### src/rtl/sy_pkg.sv
// Shared EXU types and sizing constants.
// Imported by the dispatch-side steering logic and its credit counters.
package sy_pkg;

  localparam int EXU_IQ_LEN = 4;
  localparam int EXU_NUM_IQ = 2;

  typedef struct packed {
    logic [31:0] pc;
    logic [31:0] instr;
    logic [5:0]  rob_id;
  } exu_packet_t;

endpackage

### src/rtl/sy_ppl_exu_iq_crd.sv
// Free-slot credit counter for one EXU issue queue.
// Saturates at both ends and flags any overflow/underflow stickily.
module sy_ppl_exu_iq_crd #(
  parameter int DEPTH = 4,
  parameter int WTH   = 3
) (
  input  logic           clk_i,
  input  logic           rst_i,
  input  logic           flush_i,
  input  logic           inc_i,
  input  logic           dec_i,
  output logic [WTH-1:0] crd_o,
  output logic           err_o
);

  localparam logic [WTH-1:0] FULL = WTH'(DEPTH);

  logic [WTH-1:0] cnt_q;
  logic           err_q;

  always_ff @(posedge clk_i or posedge rst_i) begin
    if (rst_i) begin
      cnt_q <= FULL;
      err_q <= 1'b0;
    end else if (flush_i) begin
      cnt_q <= FULL;
    end else if (inc_i && !dec_i) begin
      if (cnt_q == FULL) err_q <= 1'b1;
      else               cnt_q <= cnt_q + 1'b1;
    end else if (dec_i && !inc_i) begin
      if (cnt_q == '0) err_q <= 1'b1;
      else             cnt_q <= cnt_q - 1'b1;
    end
  end

  assign crd_o = cnt_q;
  assign err_o = err_q;

endmodule

### src/rtl/sy_ppl_exu_iq_steer.sv
// Steers one dispatch stream onto NUM_IQ issue queues by credit,
// least-occupied first with round-robin tie break, via one output register.
module sy_ppl_exu_iq_steer
  import sy_pkg::*;
#(
  parameter int NUM_IQ   = EXU_NUM_IQ,
  parameter int IQ_DEPTH = EXU_IQ_LEN,
  localparam int CRD_WTH = $clog2(IQ_DEPTH + 1)
) (
  input  logic                      clk_i,
  input  logic                      rst_i,
  input  logic                      flush_i,
  input  logic                      dis_steer__vld_i,
  output logic                      steer_dis__rdy_o,
  input  exu_packet_t               dis_steer__packet_i,
  output logic [NUM_IQ-1:0]         iq_vld_o,
  input  logic [NUM_IQ-1:0]         iq_rdy_i,
  output exu_packet_t               iq_packet_o,
  input  logic [NUM_IQ-1:0]         iq_issue_i,
  output logic [NUM_IQ*CRD_WTH-1:0] crd_o,
  output logic                      err_o
);

  localparam int PW = (NUM_IQ > 1) ? $clog2(NUM_IQ) : 1;

  logic [NUM_IQ-1:0][CRD_WTH-1:0] crd;
  logic [NUM_IQ-1:0]              err_v;

  logic              vld_q;
  logic [NUM_IQ-1:0] tgt_q;
  exu_packet_t       packet_q;
  logic [PW-1:0]     rr_q;

  logic [PW-1:0]      sel;
  logic [PW-1:0]      rr_next;
  logic [NUM_IQ-1:0]  sel_oh;
  logic [CRD_WTH-1:0] best;
  logic               any_crd;
  logic               out_fire;
  logic               cap;

  // Scan from rr_q circularly; strict '>' keeps the first tied queue.
  always_comb begin
    int idx;
    idx  = 0;
    sel  = '0;
    best = '0;
    for (int i = 0; i < NUM_IQ; i++) begin
      idx = int'(rr_q) + i;
      if (idx >= NUM_IQ) idx = idx - NUM_IQ;
      if (crd[idx] > best) begin
        best = crd[idx];
        sel  = PW'(idx);
      end
    end
    any_crd = (best != '0);
    sel_oh      = '0;
    sel_oh[sel] = 1'b1;
    rr_next = (sel == PW'(NUM_IQ - 1)) ? '0 : sel + 1'b1;
  end

  assign iq_vld_o    = vld_q ? tgt_q : '0;
  assign iq_packet_o = packet_q;
  assign out_fire    = |(iq_vld_o & iq_rdy_i);

  assign steer_dis__rdy_o = !flush_i && (!vld_q || out_fire) && any_crd;
  assign cap = dis_steer__vld_i && steer_dis__rdy_o;

  for (genvar k = 0; k < NUM_IQ; k++) begin : g_crd
    sy_ppl_exu_iq_crd #(
      .DEPTH(IQ_DEPTH),
      .WTH  (CRD_WTH)
    ) u_crd (
      .clk_i  (clk_i),
      .rst_i  (rst_i),
      .flush_i(flush_i),
      .inc_i  (iq_issue_i[k]),
      .dec_i  (cap && sel_oh[k]),
      .crd_o  (crd[k]),
      .err_o  (err_v[k])
    );
  end

  always_ff @(posedge clk_i or posedge rst_i) begin
    if (rst_i) begin
      vld_q    <= 1'b0;
      tgt_q    <= '0;
      packet_q <= '0;
      rr_q     <= '0;
    end else if (flush_i) begin
      vld_q <= 1'b0;
    end else if (cap) begin
      vld_q    <= 1'b1;
      tgt_q    <= sel_oh;
      packet_q <= dis_steer__packet_i;
      rr_q     <= rr_next;
    end else if (out_fire) begin
      vld_q <= 1'b0;
    end
  end

  assign crd_o = crd;
  assign err_o = |err_v;

endmodule

### config.mk
export PLATFORM = sky130hd
export DESIGN_NAME = sy_ppl_exu_iq_steer
export DESIGN_NICKNAME = d
export VERILOG_FILES = /design/src/rtl/sy_pkg.sv /design/src/rtl/sy_ppl_exu_iq_crd.sv /design/src/rtl/sy_ppl_exu_iq_steer.sv
export SDC_FILE = /design/constraint.sdc
export NUM_CORES = 1
export LEC_CHECK = 0
export ABC_AREA = 1
export CAP_MARGIN = 20
export CORE_AREA = 2 2 123 125
export DETAILED_ROUTE_END_ITERATION = 7
export DIE_AREA = 0 0 125 127
export SETUP_SLACK_MARGIN = 0.05
export SYNTH_ARGS = -nofsm -noshare
export SYNTH_HDL_FRONTEND = slang
export SYNTH_SLANG_ARGS = --single-unit
### constraint.sdc
create_clock -name clk_i -period 4.2 [get_ports clk_i]
set_input_delay 0.63 -clock clk_i [delete_from_list [all_inputs] [get_ports clk_i]]
set_output_delay 0.63 -clock clk_i [all_outputs]
set_load 0.05 [all_outputs]
# After elaboration in Yosys (flattened, before gate mapping)
# Index checks and enable logic that the tools add are counted.
# Widths: inputs -> output; s select.
[word_totals] register_bits=82 elab_cells=107
[classes] n_addsub=8 n_lt_le_gt_ge=8 eq_ne=8 muxes=37 n_bitwise=2 reduce_logical=34
[op_table] op="$lt 32x3->1 const B" count=2
[op_table] op="$mux 32" count=2
[op_table] op="$mux 3" count=18
[op_table] op="$mux 1" count=15
[op_table] op="$reduce_bool 3->1" count=4
[op_table] op="$logic_and 1x1->1" count=10
[op_table] op="$reduce_and 4->1" count=2
[op_table] op="$reduce_bool 2->1" count=4
[op_table] op="$add 3x1->3 const B" count=2
[op_table] op="$eq 3x3->1 const B" count=2
[op_table] op="$logic_not 1->1" count=6
[op_table] op="$logic_not 3->1" count=2
[op_table] op="$ne 3x2->1 const B" count=2
[op_table] op="$ne 3x3->1 const B" count=2
[op_table] op="$reduce_and 3->1" count=2
[op_table] op="$sub 3x1->3 const B" count=2
[op_table] op="$ne 2x2->1 const B" count=2
[op_table] op="$reduce_or 2->1" count=2
[op_table] op="$gt 3x1->1 const B" count=1
[op_table] op="$gt 3x3->1" count=1
[op_table] op="$sub 1x2->3 const B" count=1
[op_table] op="$sub 2x2->3 const B" count=1
[op_table] op="$add 1x1->2 const B" count=1
[op_table] op="$and 2x2->2" count=1
[op_table] op="other kinds (10)" count=10

# Depth between registers and ports, before layout
# Gate-level depths: netlist of run 1.
[depth] depth_word=18 depth_mapped=23 ltp_nobuf=23

# Cells and area by module
# A second synthesis of run 1 with hierarchy kept.
[hier_totals] cells_unflattened=497 area_unflattened_um2=4087.7
[modules_own_cells] module="sy_ppl_exu_iq_steer" instances=1 cells_each=385 area_per_inst_um2=3334.4 seq_area_each_um2=1826.8
[modules_own_cells] module="sy_ppl_exu_iq_crd" instances=2 cells_each=56 area_per_inst_um2=376.6 seq_area_each_um2=101.3

# Worst setup path after synthesis of run 1
# OpenSTA, ideal clock, no wires.
[synth_path] path_type="reg-to-reg" startpoint="register g_crd[1].u_crd.cnt_q[2]" endpoint="register g_crd[0].u_crd.cnt_q[2]" arrival_ns=3.348 required_time_ns=4.114 setup_slack_ns=0.766 stages_incl_launch_ff=20 n_path_buf=1 period_less_slack_ns=3.434 path_cell_list="dfstp_2 inv_1 nand2_1 o21ai_1 ha_1 nand2_1 nor2_1 nand3_2 nand3_1 nand2_1 nor2_4 nand2_2 buf_6 nor2_4 inv_2 ha_1 fa_1 xnor2_1 o21ai_0 o21ai_0"
[synth_via] elab_cells_between_ends=30 cone_classes="order compare (4); eq/ne (2); mux (14); reduce/logical (10)"
[synth_lines] item="start: declaration" line_no="sy_ppl_exu_iq_crd.sv:18" text="logic [WTH-1:0] cnt_q;"
[synth_lines] item="start signal: assignment" line_no="sy_ppl_exu_iq_crd.sv:29" text="else cnt_q <= cnt_q + 1'b1;"
[synth_lines] item="start signal: assignment" line_no="sy_ppl_exu_iq_crd.sv:32" text="else cnt_q <= cnt_q - 1'b1;"
[synth_lines] item="$mux 3 (not written as such) (3 in a row)" line_no="sy_ppl_exu_iq_steer.sv:51, sy_ppl_exu_iq_steer.sv:52"
[synth_lines] item="$gt 3x1->1" line_no="sy_ppl_exu_iq_steer.sv:51" text="if (crd[idx] > best) begin"
[synth_lines] item="$mux 3" line_no="sy_ppl_exu_iq_steer.sv:51"
[synth_lines] item="$gt 3x3->1" line_no="sy_ppl_exu_iq_steer.sv:51"
[synth_lines] item="$mux 3 (*)" line_no="sy_ppl_exu_iq_steer.sv:51"
[synth_lines] item="$reduce_bool 3->1 (*)" line_no="sy_ppl_exu_iq_steer.sv:56" text="any_crd = (best != '0);"
[synth_lines] item="$logic_and 1x1->1 (*)" line_no="sy_ppl_exu_iq_steer.sv:66" text="assign steer_dis__rdy_o = !flush_i && (!vld_q || out_fire) && any_crd;"
[synth_lines] item="via steer_dis__rdy_o" line_no="sy_ppl_exu_iq_steer.sv:14" text="output logic steer_dis__rdy_o,"
[synth_lines] item="$logic_and 1x1->1 (*)" line_no="sy_ppl_exu_iq_steer.sv:67" text="assign cap = dis_steer__vld_i && steer_dis__rdy_o;"
[synth_lines] item="$logic_and 1x1->1 (*)" line_no="sy_ppl_exu_iq_steer.sv:78" text=".dec_i (cap && sel_oh[k]),"
[synth_lines] item="$logic_not 1->1" line_no="sy_ppl_exu_iq_crd.sv:27" text="end else if (inc_i && !dec_i) begin"
[synth_lines] item="$logic_and 1x1->1" line_no="sy_ppl_exu_iq_crd.sv:27"
[synth_lines] item="$ne 3x3->1 (no source line), or another cell as far along"
[synth_lines] item="$reduce_and 3->1 (no source line) / $mux 3 (equally long branches)"
[synth_lines] item="end signal: assignment" line_no="sy_ppl_exu_iq_crd.sv:29"
[synth_lines] item="end signal: assignment" line_no="sy_ppl_exu_iq_crd.sv:32"
[synth_lines] item="end: declaration" line_no="sy_ppl_exu_iq_crd.sv:18"
# The timed path passes the listed nets; every way through them passes the cells marked *. The select of a mux whose other input is x is not followed.
# A chain may end at the register's enable or synchronous reset.

# Final worst setup path of run 1
[layout_path] startpoint="register g_crd[1].u_crd.cnt_q[2]" endpoint="output steer_dis__rdy_o"
[layout_via] elab_chain_cells=9 elab_cells_between_ends=12 cone_classes="order compare (2); mux (8); reduce/logical (2)"
[layout_rtl] item="$mux 3 (not written as such) (3 in a row)" line_no="sy_ppl_exu_iq_steer.sv:51, sy_ppl_exu_iq_steer.sv:52"
[layout_rtl] item="$gt 3x1->1" line_no="sy_ppl_exu_iq_steer.sv:51"
[layout_rtl] item="$mux 3" line_no="sy_ppl_exu_iq_steer.sv:51"
[layout_rtl] item="$gt 3x3->1" line_no="sy_ppl_exu_iq_steer.sv:51"
[layout_rtl] item="$mux 3 (*)" line_no="sy_ppl_exu_iq_steer.sv:51"
[layout_rtl] item="$reduce_bool 3->1 (*)" line_no="sy_ppl_exu_iq_steer.sv:56"
[layout_rtl] item="$logic_and 1x1->1 (*)" line_no="sy_ppl_exu_iq_steer.sv:66"
[layout_rtl] item="end: declaration" line_no="sy_ppl_exu_iq_steer.sv:14"
# Every way passes the cells marked *; elsewhere a longest branch is shown, timed or not. The select of a mux whose other input is x is not followed.

==> qor.csv, run 1 <==
metric;value;unit
n_diodes;0;
Worst Tran Pin Value;0.744;ns
post-synth top area share;55.3;%
drt pass-1 iters;4;
Netlist cell types;24;
RSZ-0062 raised after global routing;false;
critical path, cell by cell;inv_1 > nand2_1 > o21ai_1 > ha_1 > nand2_1 > nor2_1 > nand3_2 > nand3_1 > nand2_1 > nor2_4 > clkdlybuf4s50_1;
sequential power share;26.0;%
Max Transition Viols Final;0;
Initial Utilization;24.8;%
routed vias;3263;
final setup vio count;0;
initial drt markers;148;
Synth Register Bits;81;
Die ar.;15900;µm²
vias in the first global route;3420;
routed wl met2;4.87;mm
largest net degree at the start of global routing;73;
Worst Path Arrival;2.99;ns
Routed WL per cell;13.0;µm
detailed placement HPWL;7.41;mm
Post-synth top flop;dfrtp_1;
Setup CP Type;flip-flop to primary output;
initial antenna violation count;0;
Fillers;1441;
total track usage;13.2;%
Max Clock Skew;0.00630;ns
global route total overflow;0;
Crit path buffers/inverters;2;
setup repair bufs after CTS;0;
CP Launch Type;flip-flop;
M1 WL;4.40;mm
IO Count;158;
WL met3;586;µm
Max-Cap Viols;0;
Final period util;86.1;%
CTS Buffer Depth;2;
Root Driver;clkbuf_16;
syn_area_per_cell;8.33;µm²
Post-synth EDFFs;0;
CTS H-tree lvls;3;
asr flop ratio synth;100;%
clk slew on worst S/H paths;0.06;ns
min cycle time layout;3.62;ns
top routing layer in use;met4;
pre-CTS WS;0.980;ns
Die Span Y;127;µm
layout cell share with drive strength beyond 1;6.61;%
Slew HR;50.4;%
CP max-delay cell;clkdlybuf4s50_1;
final-stage net count;669;
Combinational Power Share;57.4;%
Hold Buf Count CTS;0;
leading cell types in the layout, fill and taps excluded;262 x nand2_1, 157 x clkdlybuf4s50_1, 79 x dfrtp_1;
clk sinks;81;
Post-Syn Area;3570;µm²
Area contributors post-synth;dfrtp_1 55%, nand2_1 28%, buf_6 2.5%;
clk_lat worst skew;0.34;ns
syn_nets;512;
power share of the clock group;16.6;%
LEAKAGE;0.00277;µW
CP max stage delay;0.82;ns
Core Util, Final;39.1;%
Hold Fails Final Rpt;0;
status;finished clean;
crit end category;primary output;
area grow syn2layout;57.6;%
Gate Count Post-Synth;429;
commonest non-fill, non-tap cell in the layout;nand2_1;
post_cts resized;0;
switch share;49.4;%
Total Routed Length;10.1;mm
total CTS buffers;9;
warnings from Yosys;0;
Seq/Total Area, Yosys;56.8;%
switching power;2630;µW
Int Pwr;2700;µW
CP required;3.57;ns
delay-heaviest family, CP;buffers and inverters;
Setup WS post-layout;0.583;ns
Routed Antenna Nets;0;
VDD IR-drop max;0.398;mV
worst-path maximum fanout;4;
die width;125;µm
setup tns final;0;ns
RePlAce Congestion;0.909;
Finished Cell Area;5640;µm²
number of port buffers;157;
cell mode on critical path;nand2_1;
post-synth top area cell;dfrtp_1;
Rows;44;
highest clock rate;276;MHz
DP Area;5280;µm²
# DRC;0;
post-DR vias/cell;4.22;
CTS tree;done;
Power Density;947;nW/µm²
first-pass GRT wire length;16.9;mm
area of the core;14400;µm²
worst hold path class;flip-flop to flip-flop;
==> Yosys cell counts, drive strengths merged, types with 2 or more instances <==
cell and instances:
inv 23, xnor2 3, nand3 13, a21oi 3
nand2 264, buf 16, dfrtp 79, ha 3
dfstp 2, nand4 2, fa 2, nor2 9
o21ai 7
==> stage by stage <==
stage / hold WS (ns) / cells / power (µW)
2_1_floorplan: 0.421 / 429 / 3490
3_5_place_dp: 0.442 / 758 / 4490
3_3_place_gp: 0.438 / 758 / 4430
5_1_grt: 0.476 / 774 / 5680
6_report: 0.452 / 774 / 5340
4_1_cts: 0.455 / 773 / 5400
==> worst paths after layout <==
| check | end | from | cells past startpoint | slack (ns) |
|---|---|---|---|---|
| max | steer_dis__rdy_o | g_crd[1].u_crd.crd_o[2] | 11 | 0.58 |
| max reg2reg | g_crd[0].u_crd.crd_o[2] | g_crd[1].u_crd.crd_o[2] | 18 | 1.03 |
| min | g_crd[0].u_crd.err_o | g_crd[0].u_crd.err_o | 2 | 0.45 |
| min in group asynchronous | iq_packet_o[45] | rst_i | 2 | 0.50 |
| min reg2reg | g_crd[0].u_crd.err_o | g_crd[0].u_crd.err_o | 2 | 0.45 |
| max in group asynchronous | g_crd[0].u_crd.crd_o[2] | rst_i | 4 | 2.79 |
==> sequential cells by signal (all words and copies together), names as in the netlist <==
| register | cells |
|---|---|
| iq_packet_o | 70 |
| g_crd.u_crd.crd_o | 6 |
| g_crd.u_crd.err_o | 2 |
| rr_q | 1 |
| tgt_q | 1 |
| vld_q | 1 |
==> power by group through the flow <==
stage / Combinational [µW] / Clock (µW) / Sequential (µW)
after detailed placement: 3090 / 0 / 1390
after global placement: 3050 / 0 / 1380
after CTS: 3100 / 914 / 1390
after floorplan: 958 / 0 / 2530
final: 3060 / 883 / 1390
after global routing: 3290 / 947 / 1440
==> final cells by class <==
cell class / instances / area [µm²] / share of cell area, %
Sequential cell: 81 / 2030 / 36.0
Tap cell: 184 / 230 / 4.09
Clock inverter: 6 / 108 / 1.91
Multi-Input combinational cell: 309 / 1330 / 23.5
Clock buffer: 9 / 225 / 4.00
Timing Repair Buffer: 162 / 1630 / 28.9
Inverter: 23 / 87.6 / 1.55
==> per-layer routing <==
metal,GRT usage (%),vias to the layer above
li1,-,1613
met1,16.1,1525
met2,22.0,109
met3,3.43,16
met4,5.88,0
met5,0,-
==> worst register-to-register path, stage by stage, from the launching register on <==
cell     delay (ns)
dfstp_2        0.57
inv_1          0.08
nand2_1        0.07
o21ai_1        0.09
ha_1           0.34
nand2_1        0.06
nor2_1         0.14
nand3_2        0.13
nand3_1        0.11
nand2_1        0.08
nor2_4         0.14
nand2_2        0.11
nor2_4         0.11
inv_2          0.04
ha_1           0.23
fa_1           0.40
xnor2_1        0.13
o21ai_0        0.13
o21ai_0        0.11
==> logic make-up (layout without fill, tap and decap cells) <==
group                    count (synthesis)  after routing  synth area share (%)
AND/OR/NAND/NOR                        289            289                  32.3
XOR/XNOR                                 3              3                 0.735
AO/OA/AOI/OAI                           12             12                  1.89
adder cells (fa/ha/maj)                  5              5                  2.17
buffers and inverters                   39            200                  6.13
flip-flops                              81             81                  56.8
(Power assumes the default switching activity.)
==> run 2, diff against run 1 <==
- DONT_BUFFER_PORTS: default -> 1
==> run 2 against run 1 <==
Sequential share of layout area up 15 points. Clock skew up 0.0012 ns. Sequential cell count unchanged. Worst setup slack worse by 0.098 ns. Critical path depth up 5. Final cell count down 20%. Critical path type is now flip-flop to flip-flop. Highest routed layer unchanged.
==> qor.csv, run 2 (synthesis results as in run 1) <==
metric;value;unit;change
status;finished clean;;
Die Span Y;127;µm;unchanged
Rows;44;;unchanged
CP max-delay cell;dfstp_2;;
RSZ-0062 raised after global routing;false;;
Final period util;88.5;%;+2.3 points
routed vias;2730;;-16%
routed wl met2;4.33;mm;-11%
layout cell share with drive strength beyond 1;8.80;%;+2.2 points
highest clock rate;269;MHz;-2.6%
CP required;4.48;ns;+0.91 ns
vias in the first global route;2720;;-20%
crit end category;flip-flop;;
clk_lat worst skew;0.34;ns;about the same
Max Clock Skew;0.00755;ns;+0.00125 ns
global route total overflow;0;;unchanged
M1 WL;3.46;mm;-21%
Routed WL per cell;14.2;µm;+8.8%
Routed Antenna Nets;0;;unchanged
area grow syn2layout;11.9;%;
Worst Path Arrival;3.99;ns;+1.00 ns
die width;125;µm;unchanged
Total Routed Length;8.72;mm;-13%
worst-path maximum fanout;73;;+69
setup tns final;0;ns;unchanged
min cycle time layout;3.71;ns;+0.0979 ns
Max-Cap Viols;0;;unchanged
area of the core;14400;µm²;unchanged
Root Driver;clkbuf_16;;
Slew HR;49.7;%;-0.72 points
RePlAce Congestion;0.831;;-8.5%
post_cts resized;0;;unchanged
CTS H-tree lvls;3;;unchanged
drt pass-1 iters;5;;+1
number of port buffers;0;;-100%
initial antenna violation count;0;;unchanged
final setup vio count;0;;unchanged
n_diodes;0;;unchanged
Fillers;1532;;+6.3%
clk sinks;81;;unchanged
post-DR vias/cell;4.43;;+5.1%
max reg flops;70;;unchanged
Max Transition Viols Final;0;;unchanged
first-pass GRT wire length;14.2;mm;-16%
worst hold path class;primary input to async pin;;
total track usage;11.5;%;-1.7 points
commonest non-fill, non-tap cell in the layout;nand2_1;;
critical path, cell by cell;inv_1 > nand2_1 > o21ai_1 > ha_1 > nand2_1 > nor2_1 > nand3_2 > nand3_1 > nand2_1 > nor2_4 > nand2_2 > buf_4 > inv_2 > buf_4 > nand2_1 > nand2_1;;
Hold Fails Final Rpt;0;;unchanged
largest net degree at the start of global routing;74;;+1.4%
WL met3;704;µm;+20%
CP Launch Type;flip-flop;;
cell mode on critical path;nand2_1;;
setup repair bufs after CTS;0;;unchanged
initial drt markers;169;;+14%
IO Count;158;;unchanged
Setup CP Type;flip-flop to flip-flop;;
Hold Buf Count CTS;0;;unchanged
Core Util, Final;27.7;%;-11 points
leading cell types in the layout, fill and taps excluded;262 x nand2_1, 79 x dfrtp_1, 16 x inv_1;;
CTS tree;done;;
top routing layer in use;met4;;
# DRC;0;;unchanged
CTS Buffer Depth;2;;unchanged
detailed placement HPWL;6.15;mm;-17%
CP max stage delay;0.72;ns;-0.10 ns
total CTS buffers;9;;unchanged
Worst Tran Pin Value;0.755;ns;+0.0108 ns
Die ar.;15900;µm²;unchanged
clk slew on worst S/H paths;0.07;ns;about the same
final-stage net count;510;;-24%
Initial Utilization;24.8;%;unchanged
==> run 2: cell types whose count changed in the layout (fill, tap and decap cells not counted) <==
cell	previous run	this run
clkdlybuf4s50_1	157	0
bufinv_16	3	1
clkinv_2	3	1
clkinvlp_4	1	3
inv_6	0	2
buf_16	1	0
buf_4	4	3
clkinv_4	0	1
==> run 2: path summary, 6_finish.rpt <==
check | start | endpoint | slack (ns) | depth (start not counted)
max | g_crd[1].u_crd.crd_o[2] | iq_packet_o[8] | 0.49 | 16
min | rst_i | iq_packet_o[39] | 0.23 | 1
max reg2reg | g_crd[1].u_crd.crd_o[2] | iq_packet_o[8] | 0.49 | 16
min reg2reg | g_crd[1].u_crd.err_o | g_crd[1].u_crd.err_o | 0.45 | 2
max in group asynchronous | rst_i | iq_packet_o[52] | 2.97 | 2
min in group clk_i | flush_i | g_crd[1].u_crd.crd_o[0] | 0.34 | 1
==> run 2: through the flow <==
stage / cells / hold WS [ns] / instance area (µm²) / setup WS [ns]
floorplan: 429 / 0.421 / 3570 / 0.766
global placement: 600 / 0.439 / 3700 / 0.597
detailed placement: 600 / 0.442 / 3700 / 0.453
CTS: 616 / 0.256 / 4000 / 0.442
global route: 616 / 0.288 / 4000 / 0.0906
finish: 616 / 0.225 / 4000 / 0.485
==> run 2: cell type report <==
cell class	instances	area [µm²]	area share, %
inverters	23	87.6	2.19
flip-flops and latches	81	2030	50.7
well taps	184	230	5.76
repair buffers	3	22.5	0.563
clock buffers	9	225	5.63
multi-input cells	309	1330	33.2
clock inverters	7	78.8	1.97
==> run 2: layer usage <==
metal | GRT usage (%) | up-vias
li1 | - | 1294
met1 | 12.6 | 1287
met2 | 19.6 | 133
met3 | 4.02 | 16
met4 | 6.21 | 0
met5 | 0 | -
==> run 2: worst max-delay path: cells and delay by family (launching register included) <==
kind | cells | cell delay [ns]
AND/OR/NAND/NOR | 10 | 1.26
buffers and inverters | 4 | 1.11
flip-flops | 1 | 0.72
adder cells (fa/ha/maj) | 1 | 0.33
AO/OA/AOI/OAI | 1 | 0.09
Power of run 2 is left out: the tool's default activity adds up to more than one toggle a clock period on the data nets, which glitch-free logic cannot reach.
